`src/rtl/bcd_time_display_scan.sv`:
```
// bcd_time_display_scan
// Six-digit common-anode scanner for a 12-hour BCD clock (HH MM SS).
// The time is snapshotted one cycle after each seconds tick, then digits
// are multiplexed left to right with a short blanking window at the start
// of every slot to suppress ghosting. Also drives the PM dot, a blinking
// colon, and a sticky flag for illegal BCD nibbles.
// Optional build macro: LEADING_ZERO_BLANK_EN. When it is defined, the
// hours-tens digit is kept dark while the snapshot holds a 0 there.
module bcd_time_display_scan #(
    parameter int unsigned SCAN_DIV       = 1000,
    parameter int unsigned BLANK_CYC      = 2,
    parameter bit          SEG_ACTIVE_LOW = 1'b1,
    parameter bit          AN_ACTIVE_LOW  = 1'b1
) (
    input  logic       clk,
    input  logic       reset,
    input  logic       ena,
    input  logic       pm,
    input  logic [7:0] hh,
    input  logic [7:0] mm,
    input  logic [7:0] ss,
    output logic [6:0] seg,
    output logic       dp,
    output logic [5:0] an,
    output logic       bcd_err
);

    localparam logic [15:0] PRESC_LAST = 16'(SCAN_DIV - 1);
    localparam logic [15:0] BLANK_LIM  = 16'(BLANK_CYC);

    // scan timing
    logic [15:0] presc_q, presc_d;
    logic [2:0]  scan_q, scan_d;     // slot count since reset; digit = 5 - scan_q

    // coherent time snapshot
    logic        ena_d_q;
    logic        pm_q;
    logic [7:0]  hh_q, mm_q, ss_q;
    logic        colon_q;

    // registered outputs, kept in "lit" polarity
    logic [6:0]  seg_q, seg_d;
    logic        dp_q, dp_d;
    logic [5:0]  an_q, an_d;
    logic        err_q, err_d;

    // decode helpers
    logic [2:0]  digit;
    logic [3:0]  nib;
    logic [6:0]  glyph;
    logic        show;
    logic        dp_lit;

    // Prescaler wrap steps the scan slot; slot 0 after reset is the leftmost digit.
    always_comb begin
        presc_d = presc_q + 16'd1;
        scan_d  = scan_q;
        if (presc_q == PRESC_LAST) begin
            presc_d = '0;
            scan_d  = (scan_q == 3'd5) ? 3'd0 : scan_q + 3'd1;
        end
    end

    // Pick the nibble for the current digit, decode it and build next outputs.
    always_comb begin
        digit = 3'd5 - scan_q;
        case (digit)
            3'd5:    nib = hh_q[7:4];
            3'd4:    nib = hh_q[3:0];
            3'd3:    nib = mm_q[7:4];
            3'd2:    nib = mm_q[3:0];
            3'd1:    nib = ss_q[7:4];
            default: nib = ss_q[3:0];
        endcase

        case (nib)
            4'd0:    glyph = 7'h3F;
            4'd1:    glyph = 7'h06;
            4'd2:    glyph = 7'h5B;
            4'd3:    glyph = 7'h4F;
            4'd4:    glyph = 7'h66;
            4'd5:    glyph = 7'h6D;
            4'd6:    glyph = 7'h7D;
            4'd7:    glyph = 7'h07;
            4'd8:    glyph = 7'h7F;
            4'd9:    glyph = 7'h6F;
            default: glyph = 7'h79;  // "E" for any non-BCD nibble
        endcase

        show = !(presc_q < BLANK_LIM);
`ifdef LEADING_ZERO_BLANK_EN
        if (digit == 3'd5 && hh_q[7:4] == 4'd0) begin
            show = 1'b0;
        end
`else
`endif

        dp_lit = ((digit == 3'd4 || digit == 3'd2) && colon_q) ||
                 (digit == 3'd0 && pm_q);

        seg_d = show ? glyph : '0;
        dp_d  = show & dp_lit;
        an_d  = show ? (6'b000001 << digit) : '0;
        err_d = err_q | (show & (nib > 4'd9));
    end

    // Scan prescaler and slot counter.
    always_ff @(posedge clk or negedge reset) begin
        if (!reset) begin
            presc_q <= '0;
            scan_q  <= '0;
        end else begin
            presc_q <= presc_d;
            scan_q  <= scan_d;
        end
    end

    // Snapshot the counter one cycle after its tick, when it has settled.
    always_ff @(posedge clk or negedge reset) begin
        if (!reset) begin
            ena_d_q <= 1'b0;
            pm_q    <= 1'b0;
            hh_q    <= 8'h12;
            mm_q    <= 8'h00;
            ss_q    <= 8'h00;
            colon_q <= 1'b1;
        end else begin
            ena_d_q <= ena;
            if (ena_d_q) begin
                pm_q    <= pm;
                hh_q    <= hh;
                mm_q    <= mm;
                ss_q    <= ss;
                colon_q <= ~colon_q;
            end
        end
    end

    // Output registers and sticky error flag.
    always_ff @(posedge clk or negedge reset) begin
        if (!reset) begin
            seg_q <= '0;
            dp_q  <= 1'b0;
            an_q  <= '0;
            err_q <= 1'b0;
        end else begin
            seg_q <= seg_d;
            dp_q  <= dp_d;
            an_q  <= an_d;
            err_q <= err_d;
        end
    end

    assign seg     = seg_q ^ {7{SEG_ACTIVE_LOW}};
    assign dp      = dp_q ^ SEG_ACTIVE_LOW;
    assign an      = an_q ^ {6{AN_ACTIVE_LOW}};
    assign bcd_err = err_q;

endmodule

```
`config.mk`:
```
export PLATFORM = sky130hd
export DESIGN_NAME = bcd_time_display_scan
export DESIGN_NICKNAME = d
export VERILOG_FILES = /design/src/rtl/bcd_time_display_scan.sv
export SDC_FILE = /design/constraint.sdc
export NUM_CORES = 1
export LEC_CHECK = 0
export CORE_MARGIN = 2
export CORE_UTILIZATION = 38
export DETAILED_ROUTE_END_ITERATION = 7
export GPL_ROUTABILITY_DRIVEN = 0
export SLEW_MARGIN = 10
export SYNTH_ARGS = -nofsm -noshare
export SYNTH_HDL_FRONTEND = slang
export SYNTH_SLANG_ARGS = --single-unit
```
`constraint.sdc`:
```
create_clock -name clk -period 7.41 [get_ports clk]
set_input_delay 0.741 -clock clk [delete_from_list [all_inputs] [get_ports clk]]
set_output_delay 0.741 -clock clk [all_outputs]
set_load 0.02 [all_outputs]
```
Word-level counts from Yosys, hierarchy flattened:

Memory sizes are Yosys's and may differ from the RTL's.
Cells that the tools add are included.

* word-level logic and storage cells: 44
* bits of input ports: 28
* bits in registers: 61
* memories kept: 1
* memory bits (read-only): 112
* output and inout bits: 15

* $add $sub $neg: 3
* equality and inequality tests: 7
* shift-type cells: 1
* bitwise gates (word level): 7
* reductions and logical operators: 6
* $lt $le $gt $ge: 2
* multiplexer cells: 5

Memories
* (no name shown): words 16, width 7, rd ports 1, clocked after memory_dff 0, write ports 0, RTL line 76 `case (nib)`

Operators with widths (number)
* 4-bit one-hot mux with 5 select lines: 1
* 16-bit by 1-bit adder with 16-bit output, second input constant: 1
* 16-bit by 10-bit == test with 1-bit output, second input constant: 1
* 16-bit by 2-bit < comparator with 1-bit output, second input constant: 1
* 16-bit 2-to-1 mux: 1
* 3-bit == test, second input constant: 3
* 7-bit 2-to-1 mux: 1
* 7-bit NOT: 1
* 3-bit by 2-bit == test with 1-bit output, second input constant: 2
* 6-bit 2-to-1 mux: 1
* 6-bit NOT: 1
* 1-bit by 3-bit << shifter with 6-bit output, first input constant: 1
* 4-bit > comparator, second input constant: 1
* 3-bit by 1-bit adder with 3-bit output, second input constant: 1
* 3-bit by 1-bit == test with 1-bit output, second input constant: 1
* 3-bit logical NOT: 1
* 3-bit 2-to-1 mux: 1
* 3-bit subtractor, first input constant: 1
* 1-bit bitwise AND: 2
* 1-bit logical AND: 2
* 1-bit logical OR: 2
* 1-bit NOT: 2
* 1-bit logical NOT: 1
* 1-bit OR: 1

Logic depth before layout (Yosys ltp):

* depth in word-level cells: 6
* mapped depth: 11
* depth with buffers taken out: 9

Worst setup path before layout:

No wires, ideal clock.

* path type: reg2reg
* start point: register scan_q[1]
* end point: register seg_q[4]
* stages on the path, launching flop included: 11
* slack: 4839 ps
* data required time: 7303 ps
* path buffers: 1
* period minus slack after synthesis: 2571 ps
* arrival time: 2464 ps
* setup time: 107 ps
* path through: dfrtp_1 > inv_1 > ha_1 > buf_6 > or3_4 > a21oi_4 > mux2_4 > inv_1 > ha_1 > nor3_2 > a2111oi_4

* longest elaborated chain between the ends: 5
* elaborated cells on any way between the ends: 9
* classes of those cells: add/sub: 1; eq/ne: 5; mux: 2; memory: 1

RTL lines
* start: declaration: RTL line 33 `logic [2:0] scan_q, scan_d;`
* start signal: assignment: RTL line 114 `scan_q <= scan_d;`
* 3-bit subtractor *: RTL line 66 `digit = 3'd5 - scan_q;`
* 3-bit by 1-bit == test with 1-bit output, or another cell as far along: RTL line 67 `case (digit)`
* 4-bit one-hot mux with 5 select lines *: RTL line 67
* memory read 16 x 7 bit *
* 7-bit 2-to-1 mux *: RTL line 101 `seg_d = show ? glyph : '0;`
* named net seg_d[4]: RTL line 42 `logic [6:0] seg_q, seg_d;`
* end signal: assignment: RTL line 147 `seg_q <= seg_d;`
* end: declaration: RTL line 42

The timed path passes the listed nets; every way through them passes the cells marked *.
A chain may end at the register's enable or synchronous reset.

Final worst setup path:

Ends and elaborated chain as after synthesis.

==> run_results.csv <==
group,metric,value,unit
yosys,synthesis.area,2850,um^2
timing,fin_crit_sh,39.1,%
power,peakVddDrop,96.7,uV
timing,relSlewSlack,27.2,%
final_layout,final_util,49.4,%
clock_network,clock_sinks,61,
grt,track_usage,14.2,%
grt,antenna_found_initial,0,
yosys,synthFlopType,"dfrtp_1",
die,design.die.area,8210,um^2
final_layout,drive_above_1_share,20.3,%
detailed_routing,drt-total-wl,5.49,mm
placement,hpwlAfterDp,3.74,mm
worst_hold_path,hold_depth,1,
yosys,synth_nets,281,
yosys,yosys_warnings,0,
power,switchingPower,190,uW
placement,place_area,3360,um^2
timing,fmax,0.345,GHz
detailed_routing,via_count,1946,
die,die_w,90.6,um
yosys,synth_cell_types,50,
setup_path,reg2reg_depth,9,
grt,grt_max_degree,62,
setup_path,critPathMaxFanout,17,
yosys,synthAdderAreaFrac,3.95,%
clock_network,hold_buffers,0,
yosys,synth-simple-area-share,11.5,%
clock_network,clock_path_buffers,2,
power,p_leak,1.58,nW
timing,worst_pin_slew,1.09,ns
setup_path,r2r_slack,4.51,ns
flow_run,maxCapViolations,0,
power,p_per_area,220,nW/um^2
die,coreArea,7250,um^2
clock_network,cts_root_buf,"clkbuf_8",
timing,skew,0.00615,ns
die,ios,43,
clock_network,cts_setup_buffers,0,
status,status,"completed",
final_layout,syn_to_final_growth,25.7,%
final_layout,nets,327,
clock_network,cts_made_buffers,9,
detailed_routing,detail-route-antenna-nets,0,
yosys,seq_area_frac_synth,53.7,%
yosys,ys_seq_elements,61,
timing,fin_tns_setup,0,ns
clock_network,cts_resized,0,
timing,final_max_slew_viol_count,0,
timing,rsz0062_at_grt,"false",
power,p_int,599,uW
timing,setup_viol,0,
yosys,synth_edf_count,0,
power,combPwrFrac,11.3,%
power,power.share.switching,24.1,%
setup_path,cp.arrival,3.13,ns
detailed_routing,drtIter0Drc,69,
timing,period_minus_slack,2.90,ns
yosys,synth.area.mux_share,10.8,%
die,die_h,90.6,um
detailed_routing,first_pass_iters,4,
setup_path,startpoint_type,"flop",
yosys,postSynthAreaPerCell,11.7,um^2
clock_network,clkTransAtPathRegs,0.07,ns
grt,first_global_vias,1910,
power,p_seq_share,47.2,%
clock_network,tritoncts,"yes",
worst_hold_path,timing.hold.worst.start,"presc_q[15]",
setup_path,worstSetupEndpointType,"flop",
setup_path,r2r-start,"scan_q[1]",
detailed_routing,routed_via_density,4.94,
worst_hold_path,worstHoldEndpoint,"presc_q[15]",
yosys,synth_xor_area_share,4.30,%
yosys,synth-compound-area-share,11.1,%
setup_path,setup.worst_path.start,"scan_q[1]",
power,power.share.clock,41.5,%
yosys,syn_inst,244,
final_layout,fin_area,3580,um^2
detailed_routing,wire_per_inst,13.9,um
yosys,synth_top_family_by_area,"simple AND/OR/NAND/NOR gates",
detailed_routing,drc_errors,0,
final_layout,n_antenna_cell,0,
clock_network,ctsHtreeMaxLevel,3,
die,start_util,39.3,%
setup_path,crit_required,7.64,ns
worst_hold_path,min_path_type,"flop to flop",
timing,hold_viol_final,0,
setup_path,rr_endpoint,"seg_q[4]",
grt,grt_pass1_wl,9.27,mm
die,row_count,31,
grt,grt.overflow.total,0,
placement,io_buffers,42,
yosys,synthArstFlopShare,100,%
clock_network,clkLatencyLatePin,0.34,ns
setup_path,worstSetupPathType,"flop to flop",
-- registers in the layout (all words and copies together), names as in the netlist --
name / flops
mm_q: 8
dp_q: 1
pm_q: 1
seg_q: 7
colon_q: 1
hh_q: 8
scan_q: 3
bcd_err: 1
ena_d_q: 1
presc_q: 16
an_q: 6
ss_q: 8
-- logic make-up after synthesis --
family | count (synthesis)
AO/OA/AOI/OAI | 39
AND/OR/NAND/NOR | 61
multiplexers | 27
buffers and inverters | 33
XOR/XNOR | 14
adder cells (fa/ha/maj) | 9
flip-flops | 61
-- critical path, stage by stage (launching register included) --
cell	delay, ns
dfrtp_1	0.37
inv_1	0.10
ha_1	0.50
or3_4	0.48
a21oi_4	0.27
mux2_4	0.37
inv_1	0.09
ha_1	0.20
nor3_2	0.08
a2111oi_4	0.33
-- layout by cell type (no fill, tap or decap), types with 3 or more instances in the layout --
| master | instances |
|---|---|
| inv_1 | 23 |
| a22oi_1 | 9 |
| xnor2_1 | 7 |
| dfrtp_1 | 58 |
| a21oi_1 | 5 |
| clkbuf_8 | 9 |
| nand4_1 | 4 |
| nor2_1 | 14 |
| nand2_1 | 9 |
| and2_1 | 3 |
| and3_1 | 6 |
| nand3_1 | 10 |
| ha_1 | 9 |
| xor2_1 | 7 |
| o21ai_0 | 5 |
| clkdlybuf4s50_1 | 41 |
| nor4_1 | 3 |
| nor3_1 | 3 |
| dfstp_2 | 3 |
| mux2_2 | 25 |
-- cell usage after synthesis, types with 2 or more instances --
library cell / n / area share (%)
xor2_1: 7 / 2.2
nor4_1: 3 / 0.66
a221oi_1: 2 / 0.61
ha_1: 9 / 3.9
mux2_2: 25 / 9.9
nor2_1: 14 / 1.8
xnor2_1: 7 / 2.2
dfstp_2: 3 / 2.8
nand2_1: 9 / 1.2
and2_1: 3 / 0.66
a22oi_1: 9 / 2.4
a21o_1: 2 / 0.53
a21oi_1: 5 / 0.88
and3_1: 6 / 1.3
dfrtp_1: 58 / 51
nor3_1: 3 / 0.53
o31ai_1: 2 / 0.53
or4_1: 2 / 0.53
inv_1: 23 / 3.0
nand3_1: 10 / 1.8
nand4_1: 4 / 0.88
buf_2: 3 / 0.53
clkbuf_1: 4 / 0.53
o21ai_0: 5 / 0.88
-- power by group through the flow --
stage	sequential [mW]	combinational [mW]	clock [mW]
floorplan	0.372	0.0534	0
global placement	0.378	0.0878	0
detailed placement	0.378	0.0895	0
CTS	0.372	0.0903	0.337
global route	0.375	0.0978	0.354
finish	0.372	0.0890	0.327
-- worst max path at each step --
stage	end	depth (start not counted)	slack, ns
floorplan	seg_q[4]	10	4.84
global placement	seg_q[4]	9	4.62
detailed placement	seg_q[4]	9	4.53
CTS	seg_q[4]	9	4.51
global route	seg_q[3]	9	4.35
finish	seg_q[4]	9	4.51
-- per-layer routing --
layer	vias to the layer above	part of all wire, %	global-route usage, %
met5	-	0	0
met4	0	1.4	5.26
met3	7	4.8	4.84
met2	41	44	19.9
met1	955	50	20.4
li1	943	-	-
-- layout make-up --
class	count	area, um^2
sequential	61	1530
tap	99	124
clock buffer	9	124
multi-input combinational	150	1190
inverter	24	90.1
timing repair buffer	44	430
fill	690	3670
clock inverter	7	98.8
-- metrics by stage --
stage / worst slack, ns / instances / hold WS [ns] / power [mW]
finish: 4.51 / 394 / 0.468 / 0.788
global route: 4.35 / 394 / 0.487 / 0.827
CTS: 4.51 / 394 / 0.471 / 0.799
detailed placement: 4.53 / 378 / 0.458 / 0.468
global placement: 4.62 / 378 / 0.452 / 0.466
floorplan: 4.84 / 244 / 0.433 / 0.426
Note: power is estimated with default switching activity, not from simulation.
